==> config.mk <==
export PLATFORM = sky130hd
export DESIGN_NAME = uut_perf_monitor
export DESIGN_NICKNAME = d
export VERILOG_FILES = /design/src/rtl/uut_perf_monitor.sv
export SDC_FILE = /design/constraint.sdc
export NUM_CORES = 1
export LEC_CHECK = 0
export ABC_AREA = 1
export BUFFER_PORTS_ARGS = -buffer_cell sky130_fd_sc_hd__buf_2
export CAP_MARGIN = 30
export CORE_AREA = 8 8 110 112
export CTS_CLUSTER_SIZE = 14
export DETAILED_ROUTE_END_ITERATION = 6
export DIE_AREA = 0 0 118 120
export PLACE_DENSITY = 0.86
export SYNTH_ARGS = -nofsm -noshare
export SYNTH_HDL_FRONTEND = slang
export SYNTH_SLANG_ARGS = --single-unit
export TNS_END_PERCENT = 100
==> constraint.sdc <==
create_clock -name clk -period 2.61 [get_ports clk]
set_input_delay 0.3915 -clock clk [delete_from_list [all_inputs] [get_ports clk]]
set_output_delay 0.3915 -clock clk [all_outputs]
set_load 0.01 [all_outputs]
==> src/rtl/uut_perf_monitor.sv <==
// Measures UUT latency from rst_uut release to end_uut and captures its output block.
// Capture latency is one cycle; a report holds stable until ack_i is sampled.
module uut_perf_monitor #(
  parameter int                OUTPUT_SIZE = 64,
  parameter int                CNT_W       = 32,
  parameter logic [CNT_W-1:0]  TIMEOUT     = CNT_W'(32'h00FF_FFFF)
) (
  input  logic                   clk,
  input  logic                   rst,
  input  logic                   rst_uut,
  input  logic                   end_uut,
  input  logic [OUTPUT_SIZE-1:0] block_o_uut,
  input  logic                   ack_i,
  output logic [OUTPUT_SIZE-1:0] result_o,
  output logic [CNT_W-1:0]       cycles_o,
  output logic                   valid_o,
  output logic                   timeout_o,
  output logic                   busy_o
);

  typedef enum logic [1:0] {
    IDLE   = 2'd0,
    ARMED  = 2'd1,
    RUN    = 2'd2,
    REPORT = 2'd3
  } state_t;

  state_t           state_q;
  state_t           state_d;
  logic [CNT_W-1:0] cnt_q;
  logic             capture;
  logic             expire;

  always_comb begin
    state_d = state_q;
    capture = 1'b0;
    expire  = 1'b0;
    case (state_q)
      IDLE: begin
        if (rst_uut) state_d = ARMED;
      end
      ARMED: begin
        if (!rst_uut) state_d = RUN;
      end
      RUN: begin
        // UUT reset beats completion, and completion beats the timeout limit.
        if (rst_uut) begin
          state_d = ARMED;
        end else if (end_uut) begin
          state_d = REPORT;
          capture = 1'b1;
        end else if (cnt_q == TIMEOUT) begin
          state_d = REPORT;
          expire  = 1'b1;
        end
      end
      REPORT: begin
        if (ack_i) state_d = IDLE;
      end
      default: state_d = IDLE;
    endcase
  end

  always_ff @(posedge clk) begin
    if (rst) begin
      state_q   <= IDLE;
      cnt_q     <= '0;
      result_o  <= '0;
      cycles_o  <= '0;
      valid_o   <= 1'b0;
      timeout_o <= 1'b0;
    end else begin
      state_q <= state_d;

      if (state_q == ARMED) begin
        cnt_q <= '0;
      end else if (state_q == RUN) begin
        if (rst_uut) begin
          cnt_q <= '0;
        end else if (!end_uut && cnt_q != TIMEOUT) begin
          cnt_q <= cnt_q + CNT_W'(1);
        end
      end

      if (capture) begin
        result_o  <= block_o_uut;
        cycles_o  <= cnt_q;
        timeout_o <= 1'b0;
        valid_o   <= 1'b1;
      end else if (expire) begin
        result_o  <= '0;
        cycles_o  <= TIMEOUT;
        timeout_o <= 1'b1;
        valid_o   <= 1'b1;
      end else if (state_q == REPORT && ack_i) begin
        valid_o <= 1'b0;
      end
    end
  end

  // Decoded from the state register only, so busy_o has no path from any input.
  assign busy_o = (state_q == ARMED) || (state_q == RUN);

endmodule

==> results.json <==
{
  "clkLatencyLatePin_ns": 0.52,
  "cts_resized": 0,
  "cts.htree.levels": 4,
  "syn-num-nets": 890,
  "portion_of_the_clock_cycle_consumed_by_the_worst_path_in_the_final_layout_pct": 79.3,
  "failed_checks": "DRC",
  "grt_start_max_net_pins": 73,
  "cp_num_buf_inv": 2,
  "remaining_drc_errors": 11,
  "finish.net_count": 1046,
  "max-clock-path-buffers": 2,
  "compound_gate_fraction_of_synth_area_pct": 13.1,
  "mostFrequentLayoutCell": "nand2_1",
  "antenna_found_initial": 1,
  "final_util_pct": 67.9,
  "synth.ff_latch_count": 132,
  "post_synth_fa_ha_maj_area_fraction_pct": 1.32,
  "crit_path_end_kind": "flop",
  "worst_hold_path.endpoint": "result_o[19]",
  "post_cts.repair.setup_buffers": 0,
  "synth_xor_xnor_area_share_pct": 0.461,
  "netlist_area_um2": 5700,
  "synthCells": 815,
  "critical_path_required_ns": 3.05,
  "worst-r2r-setup-slack_ns": 0.54,
  "grt_pass1_wl_mm": 27.0,
  "critical_path.startpoint_type": "flop",
  "crit_start": "state_q[0]",
  "postCtsHoldBufs": 0,
  "rows": 38,
  "finalSetupViolations": 0,
  "die-area_um2": 14200,
  "num_vias": 5818,
  "cell_occurring_most_often_along_the_worst_timing_path": "nand2_1",
  "first_global_vias": 5428,
  "crit_type": "reg -> reg",
  "dr.first_iter.drc_count": 590,
  "cp_max_fo": 72,
  "yosys_warnings": 0,
  "area_added_between_synthesis_and_finish_pct": 25.3,
  "cap_viol_max_count": 0,
  "antenna_violating_nets_left": 0,
  "synth_area_per_cell_um2": 6.99,
  "buffer_ports.inserted": 167,
  "dominant_combinational_cell_family_by_area_after_synthesis": "simple AND/OR/NAND/NOR gates",
  "final-instance-count-excl-fill": 1125,
  "dpl.hpwl_mm": 11.6,
  "critical_path.max_stage_delay_ns": 0.59,
  "timing.setup.tns_ns": 0,
  "grt_setup_unrepaired": "no",
  "drt-vias-per-instance": 5.17,
  "first_pass_iters": 7,
  "p_per_area_nw_per_um2": 737,
  "run_status": "complete, but fails checks",
  "fin_hold_ws_ns": 0.114,
  "ctsRootBufferMaster": "clkbuf_8",
  "floorplan.io_pins": 168,
  "worst_slew_pin_slew_ns": 0.862,
  "cp_slowest_cell": "buf_4",
  "min_path_type": "in -> reg",
  "clock_sink_count": 132,
  "reg2reg_depth": 7,
  "power_leakage_nw": 2.90,
  "layout-drive-gt1-share_pct": 23.2,
  "die-width_um": 118,
  "drt-wirelength-per-cell_um": 14.9,
  "clkSlewWorstSetupHoldPaths_ns": 0.06,
  "seq_area_frac_synth_pct": 46.4,
  "skew_ns": 0.00694,
  "track_usage_pct": 23.0,
  "max_clock_freq_ghz": 0.483,
  "core-area_um2": 10500,
  "min_from": "block_o_uut[19]",
  "yosysUniqueCellTypes": 27,
  "report.final.slew_viol_count": 0,
  "holdPathStages": 3,
  "peakVddDrop_mv": 0.382,
  "rr_endpoint": "result_o[33]",
  "multiplexer_area_fraction_after_synthesis_pct": 0,
  "tritoncts": "yes",
  "die_y_um": 120,
  "worst_ep_arrival_time_ns": 2.51,
  "slew-limit-headroom_pct": 42.4,
  "initial_core_util_pct": 54.2,
  "reg2reg_from": "state_q[0]",
  "grt_overflow_total": 0,
  "final_cell_mix": "nand2_1, buf_2, dfxtp_1, nor2_1, a21oi_1",
  "path_cells": "inv_1, ha_1, nand2_1, nor2_4, buf_4, nand2_1, a21oi_1",
  "finalWorstPathRequiredPeriod_ns": 2.07,
  "post_synth_and_or_nand_nor_area_fraction_pct": 32.2,
  "drt-total-wl_mm": 16.7,
  "path_delay_family": "buffers and inverters",
  "finalHoldViolCount": 0,
  "cts-buffers-inserted": 17,
  "dp_cells": 1092,
  "place_congestion": 0.930
}
-- area by class of cell --
cell class | instances | area [µm²]
diodes | 1 | 2.50
clock buffers | 18 | 418
clock inverters | 14 | 179
fillers | 872 | 3370
inverters | 35 | 131
multi-input cells | 609 | 2690
flip-flops and latches | 132 | 2640
well taps | 140 | 175
repair buffers | 176 | 903
-- kinds of logic after synthesis --
logic type | count (synthesis)
XOR/XNOR | 3
adder cells (fa/ha/maj) | 6
buffers and inverters | 74
AO/OA/AOI/OAI | 146
flip-flops | 132
AND/OR/NAND/NOR | 454
-- sequential cells by signal (all words and copies together) (netlist names) --
name       count
result_o      64
timeout_o      1
cycles_o      32
state_q        2
valid_o        1
cnt_q         32
-- synthesized netlist by cell type --
master,n,area [µm²]
a21o_1,2,15.0
a21oi_1,109,546
a21oi_2,1,8.76
buf_2,5,25.0
buf_4,2,15.0
buf_6,11,124
clkbuf_1,21,78.8
dfxtp_1,132,2640
ha_1,6,75.1
inv_1,34,128
inv_2,1,3.75
nand2_1,277,1040
nand2_2,4,25.0
nand2_4,1,11.3
nand3_1,33,165
nand4_1,7,43.8
nor2_1,116,435
nor2_2,5,31.3
nor2_4,2,22.5
nor3_2,1,10.0
nor3b_1,1,7.51
o21ai_0,32,160
o21bai_1,2,15.0
or2_1,1,6.26
or2_2,6,37.5
xnor2_1,1,8.76
xor2_1,2,17.5
-- tightest hold or removal path, stage by stage --
cell and delay, ns:
buf_2 0.09, nand2_1 0.05, a21oi_1 0.05
-- metrics by stage --
| step | worst slack (ns) | power (mW) | cell area, µm² |
|---|---|---|---|
| after detailed placement | 0.593 | 2.90 | 6540 |
| after global routing | 0.375 | 5.47 | 7140 |
| after global placement | 0.660 | 2.89 | 6540 |
| after CTS | 0.569 | 5.29 | 7140 |
| after floorplan | 0.950 | 2.68 | 5700 |
| final | 0.540 | 5.26 | 7140 |
-- metal layers --
metal,share of wire (%),up-vias,GRT usage [%]
met3,7.5,38,5.64
met5,0,-,0
li1,-,2924,-
met1,41,2602,27.0
met4,2.4,0,10.9
met2,49,254,39.0
-- power breakdown --
part / internal, mW / switching [mW]
combinational: 0.235 / 0.469
sequential: 2.11 / 0.0539
clock: 1.47 / 0.925
-- worst max path at each step --
stage | endpoint | slack [ns] | depth (start not counted)
global route | cnt_q[13] | 0.38 | 7
floorplan | result_o[0] | 0.95 | 12
finish | result_o[33] | 0.54 | 7
CTS | result_o[41] | 0.57 | 7
detailed placement | result_o[58] | 0.59 | 7
global placement | cnt_q[13] | 0.66 | 7
Note: power is estimated with default switching activity, not from simulation.
